**src/rtl/add_seq_ctrl_pkg.sv**
```systemverilog
// Shared definitions for the nibble-serial add/subtract sequencer:
// the sequencer state encoding and the adder slice width.
package add_seq_ctrl_pkg;

  localparam int SLICE_W = 4;

  typedef enum logic [1:0] {
    ST_IDLE = 2'd0,
    ST_RUN  = 2'd1,
    ST_DONE = 2'd2
  } state_t;

endpackage

```
**src/rtl/add_seq_ctrl_if.sv**
```systemverilog
// Request/response bundle between the control unit (master) and the
// add/subtract sequencer (slave).
interface add_seq_ctrl_if #(
  parameter int WIDTH = 32
);

  logic             req_valid;
  logic             req_ready;
  logic [WIDTH-1:0] a;
  logic [WIDTH-1:0] b;
  logic             sub;
  logic             rsp_valid;
  logic             rsp_ready;
  logic [WIDTH-1:0] sum;
  logic             co;
  logic             ovf;

  modport master (
    output req_valid, a, b, sub, rsp_ready,
    input  req_ready, rsp_valid, sum, co, ovf
  );

  modport slave (
    input  req_valid, a, b, sub, rsp_ready,
    output req_ready, rsp_valid, sum, co, ovf
  );

endinterface

```
**src/rtl/add_seq_ctrl_add4_slice.sv**
```systemverilog
// 4-bit ripple-carry adder slice; the only adder in the sequencer, reused
// once per nibble.
module add4_slice
  import add_seq_ctrl_pkg::*;
(
  input  logic [SLICE_W-1:0] a,
  input  logic [SLICE_W-1:0] b,
  input  logic               ci,
  output logic [SLICE_W-1:0] s,
  output logic               co
);

  always_comb begin : p_ripple
    logic c;
    // NOTE: combinational logic uses blocking '=' so the carry ripples
    // through the loop in order; every output gets a default first so no
    // latch is inferred.
    s = '0;
    c = ci;
    for (int i = 0; i < SLICE_W; i++) begin
      s[i] = a[i] ^ b[i] ^ c;
      c    = (a[i] & b[i]) | (c & (a[i] ^ b[i]));
    end
    co = c;
  end

endmodule

```
**src/rtl/add_seq_ctrl.sv**
```systemverilog
// Multi-cycle add/subtract sequencer: latches operands on request, adds one
// nibble per clock LSB-first through a shared 4-bit slice, returns the result.
module add_seq_ctrl
  import add_seq_ctrl_pkg::*;
#(
  parameter int WIDTH = 32  // multiple of 4, at least 8; must match the bus
) (
  input  logic          clock,
  input  logic          clear,
  add_seq_ctrl_if.slave bus
);

  localparam int NSTEP = WIDTH / SLICE_W;
  localparam int CNT_W = (NSTEP > 1) ? $clog2(NSTEP) : 1;

  state_t             r_state;
  logic               r_req_ready;
  logic               r_rsp_valid;
  logic [WIDTH-1:0]   r_oa;
  logic [WIDTH-1:0]   r_ob;
  logic               r_c;
  logic [CNT_W-1:0]   r_cnt;
  logic [WIDTH-1:0]   r_sum;
  logic               r_co;
  logic               r_ovf;

  logic [SLICE_W-1:0] w_slice_s;
  logic               w_slice_co;
  logic               w_last;
  logic               w_msb_ci;

  add4_slice u_slice (
    .a  (r_oa[SLICE_W-1:0]),
    .b  (r_ob[SLICE_W-1:0]),
    .ci (r_c),
    .s  (w_slice_s),
    .co (w_slice_co)
  );

  assign w_last = (r_cnt == CNT_W'(NSTEP - 1));

  // Carry into the result MSB, recovered from the top bit of the final nibble.
  assign w_msb_ci = r_oa[SLICE_W-1] ^ r_ob[SLICE_W-1] ^ w_slice_s[SLICE_W-1];

  always_ff @(posedge clock or posedge clear) begin
    // NOTE: sequential state uses non-blocking '<=' so every register samples
    // pre-edge values; clear is asynchronous and aborts any operation at once.
    if (clear) begin
      r_state     <= ST_IDLE;
      r_req_ready <= 1'b1;
      r_rsp_valid <= 1'b0;
      r_oa        <= '0;
      r_ob        <= '0;
      r_c         <= 1'b0;
      r_cnt       <= '0;
      r_sum       <= '0;
      r_co        <= 1'b0;
      r_ovf       <= 1'b0;
    end else begin
      unique case (r_state)
        ST_IDLE: begin
          if (bus.req_valid) begin
            r_oa        <= bus.a;
            r_ob        <= bus.sub ? ~bus.b : bus.b;
            r_c         <= bus.sub;
            r_cnt       <= '0;
            r_req_ready <= 1'b0;
            r_state     <= ST_RUN;
          end
        end

        ST_RUN: begin
          r_c   <= w_slice_co;
          r_sum <= {w_slice_s, r_sum[WIDTH-1:SLICE_W]};
          r_oa  <= r_oa >> SLICE_W;
          r_ob  <= r_ob >> SLICE_W;
          r_cnt <= r_cnt + 1'b1;
          if (w_last) begin
            r_co        <= w_slice_co;
            r_ovf       <= w_msb_ci ^ w_slice_co;
            r_rsp_valid <= 1'b1;
            r_state     <= ST_DONE;
          end
        end

        ST_DONE: begin
          if (bus.rsp_ready) begin
            r_rsp_valid <= 1'b0;
            r_req_ready <= 1'b1;
            r_state     <= ST_IDLE;
          end
        end

        default: begin
          r_rsp_valid <= 1'b0;
          r_req_ready <= 1'b1;
          r_state     <= ST_IDLE;
        end
      endcase
    end
  end

  assign bus.req_ready = r_req_ready;
  assign bus.rsp_valid = r_rsp_valid;
  assign bus.sum       = r_sum;
  assign bus.co        = r_co;
  assign bus.ovf       = r_ovf;

endmodule

```
**src/flat_wrapper.sv**
```systemverilog
// flat-port wrapper written by rule: the top's interface ports become plain ports
module add_seq_ctrl_flat import add_seq_ctrl_pkg::*;
#(
  parameter int WIDTH = 32                                                  
)
  (clock, clear, bus_req_valid, bus_a, bus_b, bus_sub, bus_rsp_ready, bus_req_ready, bus_rsp_valid, bus_sum, bus_co, bus_ovf);
  add_seq_ctrl_if #(.WIDTH(WIDTH)) bus_i ();
  input  logic clock;
  input  logic clear;
  input wire logic [$bits(bus_i.req_valid)-1:0] bus_req_valid;
  input wire logic [$bits(bus_i.a)-1:0] bus_a;
  input wire logic [$bits(bus_i.b)-1:0] bus_b;
  input wire logic [$bits(bus_i.sub)-1:0] bus_sub;
  input wire logic [$bits(bus_i.rsp_ready)-1:0] bus_rsp_ready;
  output wire logic [$bits(bus_i.req_ready)-1:0] bus_req_ready;
  output wire logic [$bits(bus_i.rsp_valid)-1:0] bus_rsp_valid;
  output wire logic [$bits(bus_i.sum)-1:0] bus_sum;
  output wire logic [$bits(bus_i.co)-1:0] bus_co;
  output wire logic [$bits(bus_i.ovf)-1:0] bus_ovf;
  assign bus_i.req_valid = bus_req_valid;
  assign bus_i.a = bus_a;
  assign bus_i.b = bus_b;
  assign bus_i.sub = bus_sub;
  assign bus_i.rsp_ready = bus_rsp_ready;
  assign bus_req_ready = bus_i.req_ready;
  assign bus_rsp_valid = bus_i.rsp_valid;
  assign bus_sum = bus_i.sum;
  assign bus_co = bus_i.co;
  assign bus_ovf = bus_i.ovf;
  add_seq_ctrl #(.WIDTH(WIDTH)) u_core (.clock(clock), .clear(clear), .bus(bus_i));
endmodule
```
**config.mk**
```make
export PLATFORM = sky130hd
export DESIGN_NAME = add_seq_ctrl_flat
export DESIGN_NICKNAME = d
export VERILOG_FILES = /design/src/rtl/add_seq_ctrl_pkg.sv /design/src/rtl/add_seq_ctrl_if.sv /design/src/rtl/add_seq_ctrl_add4_slice.sv /design/src/rtl/add_seq_ctrl.sv /design/src/flat_wrapper.sv
export SDC_FILE = /design/constraint.sdc
export NUM_CORES = 1
export LEC_CHECK = 0
export ABC_CLOCK_PERIOD_IN_PS = 3600
export CAP_MARGIN = 25
export CORE_MARGIN = 5
export CORE_UTILIZATION = 63
export CTS_CLUSTER_SIZE = 20
export DETAILED_ROUTE_END_ITERATION = 7
export DONT_BUFFER_PORTS = 1
export HOLD_SLACK_MARGIN = 0.06
export PLACE_DENSITY = 0.78
export SLEW_MARGIN = 20
export SYNTH_ARGS = -nofsm -noshare
export SYNTH_HDL_FRONTEND = slang
export SYNTH_SLANG_ARGS = --single-unit
```
**constraint.sdc**
```tcl
create_clock -name clock -period 3.6 [get_ports clock]
set_clock_uncertainty 0.1 [all_clocks]
set_input_delay 0.36 -clock clock [delete_from_list [all_inputs] [get_ports clock]]
set_output_delay 0.36 -clock clock [all_outputs]
set_load 0.03 [all_outputs]
```
# [After elaboration in Yosys (flattened, before gate mapping)]
# Cells that the tools add are included.
[classes] add_sub_neg=1 n_eq_ne=6 n_mux=19 n_bitwise=25 reduce_logical=7
[ops] operator="$pmux 32 s2" count=2
[ops] operator="$mux 32" count=3
[ops] operator="$not 32->32" count=1
[ops] operator="$xor 1x1->1" count=10
[ops] operator="$reduce_and 3->1" count=3
[ops] operator="$and 1x1->1" count=8
[ops] operator="$mux 2" count=3
[ops] operator="$pmux 1 s3" count=2
[ops] operator="$pmux 2 s3" count=1
[ops] operator="$pmux 3 s2" count=1
[ops] operator="$mux 1" count=5
[ops] operator="$ne 2x2->1 const B" count=2
[ops] operator="$or 1x1->1" count=4
[ops] operator="$reduce_and 2->1" count=2
[ops] operator="$add 3x1->3 const B" count=1
[ops] operator="$eq 3x3->1 const B" count=1
[ops] operator="$mux 3" count=1
[ops] operator="$eq 2x1->1 const B" count=1
[ops] operator="$eq 2x2->1 const B" count=1
[ops] operator="$logic_not 2->1" count=1
[ops] operator="$ne 2x1->1 const B" count=1
[ops] operator="$not 1->1" count=2
[ops] operator="$pmux 1 s2" count=1
[ops] operator="$reduce_bool 2->1" count=1
[totals] ff_bits=106 output_inout_bits=36 elab_cells=68

# [Logic depth before layout (Yosys ltp)]
[depth] depth_word=10 depth_mapped=8 mapped_depth_nobuf=8

# [Hierarchy]
# From an unflattened synthesis, not the netlist that was laid out.
[hier_totals] cells_unflattened=583 hier_area_um2=5462.7
[modules_own_cells] mod="add_seq_ctrl" n_inst=1 cells_each=569 area_each_um2=5345.1 seq_area_each_um2=2653.8
[modules_own_cells] mod="add4_slice" n_inst=1 cells_each=14 area_each_um2=117.6 seq_area_each_um2=0.0

# [Worst setup path after synthesis]
# No wires, ideal clock.
[synth_path] path_kind="flip-flop to flip-flop" startpoint="reg u_core.r_c" endpoint="reg u_core.r_co (netlist: u_core.bus.co)" setup_ps=125 arrival_ps=2048 path_slack_ps=1327 path_stages_with_launch=8 period_less_slack_ps=2273 path_cell_list="dfrtp_1 -> fa_1 -> inv_1 -> fa_1 -> fa_1 -> inv_1 -> fa_1 -> mux2_2"
[synth_between] elab_chain_cells=8
[synth_lines] element="from (decl)" line_no="add_seq_ctrl.sv:21" rtl="logic r_c;"
[synth_lines] element="from (signal assigned)" line_no="add_seq_ctrl.sv:65" rtl="r_c <= bus.sub;"
[synth_lines] element="from (signal assigned)" line_no="add_seq_ctrl.sv:73" rtl="r_c <= w_slice_co;"
[synth_lines] element="$and 1x1->1" line_no="add_seq_ctrl_add4_slice.sv:22" rtl="c = (a[i] & b[i]) | (c & (a[i] ^ b[i]));"
[synth_lines] element="$or 1x1->1" line_no="add_seq_ctrl_add4_slice.sv:22"
[synth_lines] element="$and 1x1->1" line_no="add_seq_ctrl_add4_slice.sv:22"
[synth_lines] element="$or 1x1->1" line_no="add_seq_ctrl_add4_slice.sv:22"
[synth_lines] element="$and 1x1->1" line_no="add_seq_ctrl_add4_slice.sv:22"
[synth_lines] element="$or 1x1->1" line_no="add_seq_ctrl_add4_slice.sv:22"
[synth_lines] element="$and 1x1->1" line_no="add_seq_ctrl_add4_slice.sv:22"
[synth_lines] element="$or 1x1->1" line_no="add_seq_ctrl_add4_slice.sv:22"
[synth_lines] element="named net u_core.u_slice.co" line_no="add_seq_ctrl_add4_slice.sv:10" rtl="output logic co"
[synth_lines] element="to (signal assigned)" line_no="add_seq_ctrl.sv:79" rtl="r_co <= w_slice_co;"
[synth_lines] element="to (decl)" line_no="add_seq_ctrl.sv:24" rtl="logic r_co;"
# The timed path passes the listed nets, and every way through them passes these cells.
# A chain may end at the register's enable or synchronous reset.

# [Final worst setup path]
[layout_path] startpoint="reg u_core.r_c" endpoint="reg u_core.r_c"
[layout_between] elab_chain_cells=9
[layout_lines] element="$and 1x1->1" line_no="add_seq_ctrl_add4_slice.sv:22"
[layout_lines] element="$or 1x1->1" line_no="add_seq_ctrl_add4_slice.sv:22"
[layout_lines] element="$and 1x1->1" line_no="add_seq_ctrl_add4_slice.sv:22"
[layout_lines] element="$or 1x1->1" line_no="add_seq_ctrl_add4_slice.sv:22"
[layout_lines] element="$and 1x1->1" line_no="add_seq_ctrl_add4_slice.sv:22"
[layout_lines] element="$or 1x1->1" line_no="add_seq_ctrl_add4_slice.sv:22"
[layout_lines] element="$and 1x1->1" line_no="add_seq_ctrl_add4_slice.sv:22"
[layout_lines] element="$or 1x1->1" line_no="add_seq_ctrl_add4_slice.sv:22"
[layout_lines] element="named net u_core.u_slice.co" line_no="add_seq_ctrl_add4_slice.sv:10"
[layout_lines] element="$pmux 1 s2" line_no="add_seq_ctrl.sv:60" rtl="unique case (r_state)"
# The timed path passes the listed nets, and every way through them passes these cells.

==> results by group <==
Global routing
  – Total GRT Usage: about 22%
  – Largest net degree at the start of global routing: 81
  – Initial antenna violation count: 0
  – First-pass GRT wire length: roughly 18000 µm
  – Vias in the first global route: ~3500
  – Grt total ovfl: 0

Die
  – Initial Utilization: ~64%
  – DIE AREA: between 9000 and 10000 µm²
  – I/O Pins: ~110
  – CORE AREA: approximately 7600 µm²
  – Die H: about 98 µm
  – Rows: 32
  – Die width: 98.4 µm

STA
  – Slew margin rel.: about a third
  – Final setup viols: 0
  – Final worst setup slack: between 1 and 1.5 ns
  – Final TNS setup: 0 ns
  – Post-layout min period: around 2.4 ns
  – RSZ-0062 raised after global routing: no
  – Worst-Margin Slew: around 1.0 ns
  – Final period util: about 67%
  – Peak Freq: between 0.4 and 0.5 GHz
  – Final Slew Violations: 0
  – Hold Worst Slack: 0.0769 ns
  – Hold violation count in the final report: 0

Power and ir drop
  – Total power: approximately 4.5 mW
  – P per Cell Area: roughly 850 nW/µm²
  – Leakage power total: roughly 2.4 nW
  – Clk pwr share: about 16%
  – P_int: 2.54 mW
  – Sw Pwr: a little under 2 mW
  – Comb pwr share: between 20 and 30%
  – Worst vdd ir: between 0.0004 and 0.0005 V
  – Sequential power share: between 50% and 60%
  – Net Sw Frac: 43.1%

Cells and area
  – Diode count: 0
  – Most common cell after layout, fill and taps aside: dfrtp_1
  – Fin util: ~68%
  – Fin cells: 587
  – Layout cells sized above 1: 5.98%
  – FILL cells: about 600
  – Area Growth Syn to Fin: 6.44%
  – Commonest non-fill, non-tap cells in the layout: dfrtp_1, nand2_1, o21ai_0
  – Post-route cell area: between 5000 and 6000 µm²
  – NumNets Final: approximately 560

Worst setup path
  – Delay-heaviest family, CP: adder cells
  – Critical Path Slowest Stage Cell: fa_1
  – CP required: 3.73 ns
  – Sum of buffers and inverters on the critical path: 2
  – R2r setup slk: 1.20 ns
  – Crit path top cell by count: fa_1
  – Startpoint types: register
  – Setup Crit Path Kind: register to register
  – Critical Path AT: approximately 2.5 ns
  – Critical path's largest stage delay: between 0.4 and 0.5 ns
  – Crit-path cells: fa_1, inv_1, fa_1, fa_1, inv_1, fa_1, a22oi_1, o21ai_0
  – Crit Path Max Fanout: 3
  – Crit. End Element: register

Placed design
  – Cell Area, Placed: about 4900 µm²
  – HPWL after DPL: 6790 µm
  – Post-place setup slack: between 1 and 1.5 ns
  – Port Buffers: 0
  – GPL Wtd Cong: approximately 0.81
  – DP Cell Count: between 500 and 600

Clocking
  – # clock sinks: 106
  – PostCTS Resize Cnt: 0
  – Clk root buf: clkbuf_8
  – Buffer count from post-CTS setup fixing: 0
  – Clock Path Buffers: 2
  – Clk pin slew, worst setup/hold paths: ~0.09 ns
  – CTS buffer count: 9
  – CTS tree: yes
  – Worst-Skew Late Latency: approximately 0.36 ns
  – H-tree Lvls: 3
  – Post-CTS Hold Fix Bufs: 14

Flow run
  – Max-cap violations: 0

Synthesis
  – Mapped Nets: roughly 560
  – Post-synthesis cell type count: 30
  – Share of flip-flops with an asynchronous set or reset: 100%
  – Top_reg_cell synth: dfrtp_1
  – Syn Inst Count: ~490
  – Mapped Area: ~4900 µm²
  – Sequential area share after synthesis: ~54%
  – Post-synth EDFFs: 0
  – Synth Register Bits: ~110
  – Synthesized area per cell: about 10 µm²
  – YS warnings: 0

Detailed routing
  – Routed WL: a little over 10000 µm
  – Routed wire per std cell: 17.5 µm
  – Starting DRT DRC Count: 231
  – Via count of the routed design: between 3000 and 4000
  – DR WL met2: just under 5000 µm
  – DRC Markers: 0
  – M1 WL: 4520 µm
  – Top Layer Used: met4
  – Routed Antenna Nets: 0
  – Vias/cell: just under 6
  – Routed wl met3: approximately 740 µm
  – Router iterations before antenna repair: 5

Hold path
  – Hold Path Class: input pin to register

Status
  – Status: finished, final reports clean
Yosys cell counts, drive strengths merged, types with 2 or more instances:
cell type / count / area (µm²)
and2b: 2 / 15.0
a22oi: 21 / 158
a221o: 36 / 363
nand2: 99 / 372
nand2b: 2 / 12.5
inv: 12 / 45.0
nor2: 32 / 120
and2: 8 / 50.1
nor2b: 20 / 125
fa: 4 / 80.1
a21oi: 20 / 100
a2bb2oi: 2 / 17.5
clkbuf: 14 / 52.6
nand3: 10 / 50.1
o21ai: 35 / 175
xnor2: 32 / 280
buf: 24 / 150
ha: 2 / 25.0
dfrtp: 105 / 2630
logic make-up after synthesis:
family	Yosys count	share of synthesized area, %
AND/OR/NAND/NOR	175	15.5
AO/OA/AOI/OAI	116	17.1
flip-flops	106	54.0
buffers and inverters	50	5.04
XOR/XNOR	33	5.88
adder cells (fa/ha/maj)	6	2.14
multiplexers	2	0.432
routing by layer:
metal  vias up  GRT usage [%]
li1       1649              -
met1      1712           30.8
met4         0           6.41
met2       110           34.0
met3        10           6.00
met5         -              0
path summary, 6_finish.rpt:
check | from | end | depth (start not counted)
max in group asynchronous | clear | u_core.r_ob[24]$_DFFE_PP0P_ | 3
min in group asynchronous | clear | u_core.bus.sum[22]$_DFFE_PP0P_ | 2
max | u_core.r_c$_DFFE_PP0P_ | u_core.r_c$_DFFE_PP0P_ | 8
max reg2reg | u_core.r_c$_DFFE_PP0P_ | u_core.r_c$_DFFE_PP0P_ | 8
min reg2reg | u_core.r_oa[25]$_DFFE_PP0P_ | u_core.r_oa[21]$_DFFE_PP0P_ | 1
min | bus_rsp_ready | u_core.r_state[1]$_DFFE_PP0P_ | 2
power by group through the flow:
stage | combinational (mW) | sequential [mW] | clock (mW)
3_5_place_dp | 1.32 | 2.46 | 0
3_3_place_gp | 1.26 | 2.44 | 0
6_report | 1.32 | 2.44 | 0.695
4_1_cts | 1.34 | 2.44 | 0.708
5_1_grt | 1.53 | 2.51 | 0.766
2_1_floorplan | 1.16 | 2.29 | 0
area by class of cell:
type                       count  area, µm²  share of cell area, %
sequential                   106       2650                   50.7
multi-input combinational    332       2030                   38.7
timing repair buffer          19        190                   3.63
clock buffer                  10        138                   2.63
tap                          102        128                   2.44
inverter                      12       50.0                  0.956
clock inverter                 6       48.8                  0.932
state kept, by name, summed over array words and instances (netlist names):
| register | cells |
|---|---|
| u_core.bus.co | 1 |
| u_core.bus.ovf | 1 |
| u_core.bus.req_ready | 1 |
| u_core.bus.rsp_valid | 1 |
| u_core.bus.sum | 32 |
| u_core.r_c | 1 |
| u_core.r_cnt | 3 |
| u_core.r_oa | 32 |
| u_core.r_ob | 32 |
| u_core.r_state | 2 |
Note: power is estimated with default switching activity, not from simulation.
